## src/rtl/ex_me_pkg.sv

```systemverilog
// Shared field widths, per-lane control layout and op encodings for the EX->ME pipeline stage.
package ex_me_pkg;

   localparam int RD_W    = 5;
   localparam int RFWT_W  = 2;
   localparam int MEMOP_W = 4;
   localparam int BROP_W  = 3;

   typedef enum logic [MEMOP_W-1:0] {
      MEMOP_NONE = 4'h0,
      MEMOP_LB   = 4'h1,
      MEMOP_LH   = 4'h2,
      MEMOP_LW   = 4'h3,
      MEMOP_LBU  = 4'h4,
      MEMOP_LHU  = 4'h5,
      MEMOP_SB   = 4'h8,
      MEMOP_SH   = 4'h9,
      MEMOP_SW   = 4'hA
   } memop_e;

   typedef enum logic [BROP_W-1:0] {
      BROP_NONE = 3'd0,
      BROP_EQ   = 3'd1,
      BROP_NE   = 3'd2,
      BROP_LT   = 3'd3,
      BROP_GE   = 3'd4,
      BROP_LTU  = 3'd5,
      BROP_GEU  = 3'd6,
      BROP_JMP  = 3'd7
   } branchop_e;

   // Control portion of one lane; the XLEN-wide data fields are packed next to it by the stage.
   typedef struct packed {
      logic [RD_W-1:0]    rd;
      logic [RFWT_W-1:0]  rfwt_sel;
      logic [MEMOP_W-1:0] memop;
      logic [BROP_W-1:0]  branchop;
      logic               regwrite;
      logic               zero;
      logic               order;
   } ex_me_lane_t;

   localparam int CTRL_W = $bits(ex_me_lane_t);

endpackage

```

## src/rtl/ex_me_entry_reg.sv

```systemverilog
// One LANES-wide entry register: lane valids plus packed payload, with load enable and valid clear.
module ex_me_entry_reg #(
   parameter int LANES = 2,
   parameter int W     = 32
) (
   input  logic                 CLK,
   input  logic                 RST_n,
   input  logic                 load,
   input  logic                 clear,
   input  logic [LANES-1:0]     load_valid,
   input  logic [LANES*W-1:0]   load_data,
   output logic [LANES-1:0]     valid,
   output logic [LANES*W-1:0]   data
);

   // Clear only drops the valids; payload keeps its stale contents.
   always_ff @(posedge CLK or negedge RST_n) begin
      if (!RST_n) begin
         valid <= '0;
         data  <= '0;
      end else if (clear) begin
         valid <= '0;
      end else if (load) begin
         valid <= load_valid;
         data  <= load_data;
      end
   end

endmodule

```

## src/rtl/ex_me_pipe_stage.sv

```systemverilog
// EX->ME pipeline stage: valid/ready handshake with optional skid entry, per-lane kill,
// flush, preserved-operand capture and a saturating stall counter.
module ex_me_pipe_stage #(
   parameter int LANES = 2,
   parameter int XLEN  = 32,
   parameter int SKID  = 1,
   parameter int CNT_W = 16
) (
   input  logic                  CLK,
   input  logic                  RST_n,
   input  logic                  ACT,
   input  logic                  flush,
   input  logic [LANES-1:0]      kill,
   input  logic [LANES-1:0]      in_valid,
   output logic                  in_ready,
   input  logic [LANES*XLEN-1:0] in_pc,
   input  logic [LANES*XLEN-1:0] in_alu,
   input  logic [LANES*XLEN-1:0] in_bradd,
   input  logic [LANES*XLEN-1:0] in_wtdat,
   input  logic [LANES*XLEN-1:0] in_reg1,
   input  logic [LANES*XLEN-1:0] in_reg2,
   input  logic [LANES*5-1:0]    in_rd,
   input  logic [LANES*2-1:0]    in_rfwt_sel,
   input  logic [LANES*4-1:0]    in_memop,
   input  logic [LANES*3-1:0]    in_branchop,
   input  logic [LANES-1:0]      in_regwrite,
   input  logic [LANES-1:0]      in_zero,
   input  logic [LANES-1:0]      in_order,
   output logic [LANES-1:0]      out_valid,
   input  logic                  out_ready,
   output logic [LANES*XLEN-1:0] out_pc,
   output logic [LANES*XLEN-1:0] out_alu,
   output logic [LANES*XLEN-1:0] out_bradd,
   output logic [LANES*XLEN-1:0] out_wtdat,
   output logic [LANES*5-1:0]    out_rd,
   output logic [LANES*2-1:0]    out_rfwt_sel,
   output logic [LANES*4-1:0]    out_memop,
   output logic [LANES*3-1:0]    out_branchop,
   output logic [LANES-1:0]      out_regwrite,
   output logic [LANES-1:0]      out_zero,
   output logic [LANES-1:0]      out_order,
   output logic [LANES*XLEN-1:0] out_reg1_preserved,
   output logic [LANES*XLEN-1:0] out_reg2_preserved,
   output logic [CNT_W-1:0]      stall_cnt
);

   import ex_me_pkg::*;

   localparam int W = 4*XLEN + CTRL_W;

   logic [LANES-1:0]   in_lane_v;
   logic [LANES*W-1:0] in_data;
   logic [LANES*W-1:0] m_data;
   logic [LANES*W-1:0] m_load_data;
   logic [LANES-1:0]   m_load_valid;
   logic               m_load;
   logic               m_clear;
   logic               m_occ;
   logic               accept;
   logic               accept_live;
   logic               drain;

   // An all-killed group is consumed but never occupies an entry.
   assign in_lane_v   = in_valid & ~kill;
   assign accept      = ACT & (|in_valid) & in_ready & ~flush;
   assign accept_live = accept & (|in_lane_v);
   assign m_occ       = |out_valid;
   assign drain       = m_occ & out_ready & ACT;

   for (genvar l = 0; l < LANES; l++) begin : g_lane
      ex_me_lane_t      in_ctrl;
      ex_me_lane_t      out_ctrl;
      logic [XLEN-1:0]  reg1_q;
      logic [XLEN-1:0]  reg2_q;

      assign in_ctrl = '{rd:       in_rd[l*RD_W +: RD_W],
                         rfwt_sel: in_rfwt_sel[l*RFWT_W +: RFWT_W],
                         memop:    in_memop[l*MEMOP_W +: MEMOP_W],
                         branchop: in_branchop[l*BROP_W +: BROP_W],
                         regwrite: in_regwrite[l],
                         zero:     in_zero[l],
                         order:    in_order[l]};

      assign in_data[l*W +: W] = {in_pc[l*XLEN +: XLEN], in_alu[l*XLEN +: XLEN],
                                  in_bradd[l*XLEN +: XLEN], in_wtdat[l*XLEN +: XLEN], in_ctrl};

      assign {out_pc[l*XLEN +: XLEN], out_alu[l*XLEN +: XLEN],
              out_bradd[l*XLEN +: XLEN], out_wtdat[l*XLEN +: XLEN], out_ctrl} = m_data[l*W +: W];

      assign out_rd[l*RD_W +: RD_W]           = out_ctrl.rd;
      assign out_rfwt_sel[l*RFWT_W +: RFWT_W] = out_ctrl.rfwt_sel;
      assign out_memop[l*MEMOP_W +: MEMOP_W]  = out_ctrl.memop;
      assign out_branchop[l*BROP_W +: BROP_W] = out_ctrl.branchop;
      assign out_regwrite[l]                  = out_ctrl.regwrite;
      assign out_zero[l]                      = out_ctrl.zero;
      assign out_order[l]                     = out_ctrl.order;

      // Operands survive flush because accept already excludes flush cycles.
      always_ff @(posedge CLK or negedge RST_n) begin
         if (!RST_n) begin
            reg1_q <= '0;
            reg2_q <= '0;
         end else if (accept && in_lane_v[l]) begin
            reg1_q <= in_reg1[l*XLEN +: XLEN];
            reg2_q <= in_reg2[l*XLEN +: XLEN];
         end
      end

      assign out_reg1_preserved[l*XLEN +: XLEN] = reg1_q;
      assign out_reg2_preserved[l*XLEN +: XLEN] = reg2_q;
   end

   if (SKID != 0) begin : g_skid
      logic [LANES-1:0]   s_valid;
      logic [LANES*W-1:0] s_data;
      logic               s_full;
      logic               m_free;
      logic               s_to_m;
      logic               in_to_m;
      logic               in_to_s;

      // S always refills M before the input may, so younger groups never overtake.
      assign s_full  = |s_valid;
      assign m_free  = ~m_occ | drain;
      assign s_to_m  = s_full & m_free;
      assign in_to_m = accept_live & m_free & ~s_full;
      assign in_to_s = accept_live & ~m_free;

      assign m_load       = s_to_m | in_to_m;
      assign m_load_valid = s_to_m ? s_valid : in_lane_v;
      assign m_load_data  = s_to_m ? s_data  : in_data;
      assign m_clear      = flush | (drain & ~m_load);
      assign in_ready     = ~s_full;

      ex_me_entry_reg #(.LANES(LANES), .W(W)) u_s (
         .CLK        (CLK),
         .RST_n      (RST_n),
         .load       (in_to_s),
         .clear      (flush | s_to_m),
         .load_valid (in_lane_v),
         .load_data  (in_data),
         .valid      (s_valid),
         .data       (s_data)
      );
   end else begin : g_noskid
      assign m_load       = accept_live;
      assign m_load_valid = in_lane_v;
      assign m_load_data  = in_data;
      assign m_clear      = flush | (drain & ~accept_live);
      assign in_ready     = ~m_occ | (out_ready & ACT);
   end

   ex_me_entry_reg #(.LANES(LANES), .W(W)) u_m (
      .CLK        (CLK),
      .RST_n      (RST_n),
      .load       (m_load),
      .clear      (m_clear),
      .load_valid (m_load_valid),
      .load_data  (m_load_data),
      .valid      (out_valid),
      .data       (m_data)
   );

   always_ff @(posedge CLK or negedge RST_n) begin
      if (!RST_n) begin
         stall_cnt <= '0;
      end else if (ACT && m_occ && !out_ready && (stall_cnt != {CNT_W{1'b1}})) begin
         stall_cnt <= stall_cnt + CNT_W'(1);
      end
   end

endmodule

```

## config.mk

```make
export PLATFORM = sky130hd
export DESIGN_NAME = ex_me_pipe_stage
export DESIGN_NICKNAME = d
export VERILOG_FILES = /design/src/rtl/ex_me_pkg.sv /design/src/rtl/ex_me_entry_reg.sv /design/src/rtl/ex_me_pipe_stage.sv
export SDC_FILE = /design/constraint.sdc
export NUM_CORES = 1
export LEC_CHECK = 0
export BUFFER_PORTS_ARGS = -buffer_cell sky130_fd_sc_hd__buf_2
export CORE_AREA = 2 2 340 342
export CTS_BUF_LIST = sky130_fd_sc_hd__clkbuf_8
export DETAILED_ROUTE_END_ITERATION = 8
export DIE_AREA = 0 0 342 344
export SYNTH_ARGS = -nofsm -noshare
export SYNTH_HDL_FRONTEND = slang
export SYNTH_HIERARCHICAL = 1
export SYNTH_SLANG_ARGS = --single-unit
```

## constraint.sdc

```tcl
create_clock -name CLK -period 2.7 [get_ports CLK]
set_input_delay 0.27 -clock CLK [delete_from_list [all_inputs] [get_ports CLK]]
set_output_delay 0.27 -clock CLK [all_outputs]
set_load 0.02 [all_outputs]
```

==> flow_summary.toml <==
[synthesis]
netlist_top_cells_area = "dfrtp_1 57%, mux2_2 27%, mux2_4 9.5%"
synth_edf_count = 0
yosysWarnings = 6
synth_cells = 1926
yosysTopAreaCell = "dfrtp_1"
synth.distinct_cells = 42
synthesis.nets = 2354
synth_async_sr_flop_share = 1.000
yosysMostFrequentCell = "mux2_2"
yosysTopAreaCellShare = 0.5739
syn_avg_cell_area_sq_um = 16.48
syn_area_sq_um = 31740
synth_flop_cell = "dfrtp_1"
ys_seq_elements = 728
synth_commonest_cells = "769 x mux2_2, 728 x dfrtp_1, 200 x mux2_4"
yosysSeqAreaShare = 0.5739

[timing]
worst_pin_slew_ps = 978.8
tns_ps = 0
period_minus_slack_ps = 2527
rsz0062_at_grt = "no"
max_freq_ghz = 0.3957
skew_ps = 27.00
hold_viol = 0
fin_ws_ps = 172.6
finalCritPeriodShare = 0.9361
setup_viol = 0
maxSlewHeadroom = 0.3475
hold_ws_ps = 86.76
slew_viol_final = 0

[routing]
routed_wl_mm = 92.56
vias_per_cell = 4.370
firstDrtPassIters = 4
drtAntennaViolNets = 0
drc = 0
avgRoutedWirePerCell_um = 18.71
drt_iter0_markers = 696
vias = 21620

[placed_design]
hpwlAfterDp_mm = 63.65
pre_cts_slack_ps = 189.0
routabilityCongestion = 0.7856
placed_cell_area_sq_um = 38130
io_buffer_count = 863

[clock_tree]
cts_tree = "built"
cts_setup_buffers = 0
clk_pin_slew_ps = 60
clk_latency_ps = 760
clock-sinks = 728
htreeDepth = 4
cts_buffers = 134
cts-root-buf = "clkbuf_8"
cts_max_path_buffers = 3

[global_route]
grt_use_met2 = 0.2549
grt_start_max_net_pins = 86
use_met1 = 0.1808
antenna_found_initial = 4
grt_pass1_vias = 23890
grt_pass1_wl_mm = 139.6
grt_use_met3 = 0.04200
busiest_layer = "met2"
grt-ovfl-total = 0
track_usage = 0.1517

[power]
p_comb_frac = 0.255
p_per_area_nw_per_um2 = 738.3
leakagePower_nw = 21.60
switchingPower_w = 0.01054
internal_power_w = 0.02269
ir_drop_v = 0.0004760
total_power_w = 0.03324
sequentialPowerShare = 0.433
clock_power_share = 0.312
switching_share = 0.3172

[floorplan]
rows = 124
io_pins = 864
coreArea_sq_um = 113900
start_util = 0.2787
die_h_um = 344
die_area_sq_um = 117600
die_w_um = 342

[critical_path]
critPathLaunch = "g_skid.u_s/valid[1]"
cp-start-kind = "register"
crit_end = "u_m/data[236]"
crit_path_end_kind = "register"
critical_path_class = "register to register"
crit_fanout = 22
r2r_start = "g_skid.u_s/valid[1]"
cp.arrival_ps = 3150
cp_data_required_time_ps = 3320
reg2reg_slack_ps = 170
r2r_cells = 8
rr_endpoint = "u_m/data[236]"

[status]
status = "complete, no violations"

[flow_run]
max_cap_viol_count = 0

[layout]
final_cell_area_sq_um = 45020
nFillCells = 10723
syn_to_final_growth_pct = 41.82
drive_gt1_frac = 0.6203
nNetsFinal = 3766

[worst_hold_path]
hp-class = "primary input to asynchronous set/reset pin"
power by group through the flow:
stage | registers (W) | logic [W] | clock network [W]
2_1_floorplan | 0.0164 | 0.00256 | 0
3_3_place_gp | 0.0145 | 0.00791 | 0
3_5_place_dp | 0.0145 | 0.00801 | 0
4_1_cts | 0.0144 | 0.00853 | 0.0108
5_1_grt | 0.0146 | 0.00899 | 0.0112
6_report | 0.0144 | 0.00849 | 0.0104
critical path, stage by stage (launching register included):
cell,delay [ps]
dfrtp_1,420
nor4b_2,390
nand2_2,110
nand3_1,110
and2_1,210
nor2b_4,230
buf_12,230
buf_4,300
mux2_4,320
layout by cell type (no fill, tap or decap), drive strengths merged, types with 3 or more instances in the layout:
| cell | count |
|---|---|
| nor2 | 9 |
| nor3 | 3 |
| dfrtp | 728 |
| dlygate4sd3 | 426 |
| a211oi | 3 |
| nor4b | 3 |
| mux2 | 999 |
| clkinv | 12 |
| buf | 963 |
| nor2b | 4 |
| mux2i | 4 |
| inv | 55 |
| xor2 | 12 |
| nor4 | 6 |
| diode | 3 |
| and3 | 3 |
| nand2 | 10 |
| bufinv | 3 |
| nand3 | 5 |
| clkinvlp | 3 |
| clkbuf | 161 |
flip-flops by register name (all words and copies together) (netlist names):
register,flops
g_lane.reg1_q,64
g_lane.reg2_q,64
g_skid.u_s/data,290
g_skid.u_s/valid,2
stall_cnt,16
u_m/data,290
u_m/valid,2
cell type report:
| cell class | count | area, sq um | area share |
|---|---|---|---|
| Inverter | 4 | 15.01 | 0.0003335 |
| Antenna cell | 3 | 7.507 | 0.0001668 |
| Multi-Input combinational cell | 1081 | 12600 | 0.2799 |
| Clock buffer | 161 | 2216 | 0.04922 |
| Clock inverter | 69 | 396.6 | 0.008811 |
| Timing Repair Buffer | 1389 | 9669 | 0.2148 |
| Tap cell | 1512 | 1892 | 0.04203 |
| Sequential cell | 728 | 18220 | 0.4047 |
stage by stage:
| step | instances | utilization |
|---|---|---|
| final | 4947 | 0.3953 |
| after global routing | 4946 | 0.3953 |
| after CTS | 4944 | 0.3952 |
| after detailed placement | 4288 | 0.3348 |
| after global placement | 4288 | 0.3348 |
| after floorplan | 1926 | - |
what timing repair did:
item / CTS / global route
gates resized for setup: 0 / 0
hold buffers: 426 / 0
hold endpoints to repair: 1313 / 0
per-layer routing:
metal  vias to the layer above  wire length, um
met5                         -               24
met4                         4             3802
met3                       213             5444
met2                       700            45840
met1                     10946            37450
li1                       9757                -
kinds of logic after synthesis:
group | after synthesis | synth area share
AOI/OAI and AO/OA | 13 | 0.002957
xor gates and xnor gates | 13 | 0.003587
adders and majority gates | 1 | 0.0003941
buffers and inverters | 117 | 0.02960
DFF | 728 | 0.5739
muxes | 1003 | 0.3793
and+or+nand+nor | 51 | 0.01021
worst min-delay path by stage:
stage	from	endpoint	slack [ps]	cells after the start
after floorplan	RST_n	g_lane[0].reg1_q[0]	-30	0
after global placement	RST_n	u_m/data[42]	280	1
after detailed placement	RST_n	u_m/data[42]	280	1
after CTS	RST_n	g_skid.u_s/data[17]	5	2
after global routing	RST_n	u_m/data[259]	40	2
final	RST_n	g_skid.u_s/data[17]	90	2
Note: power is estimated with default switching activity, not from simulation.
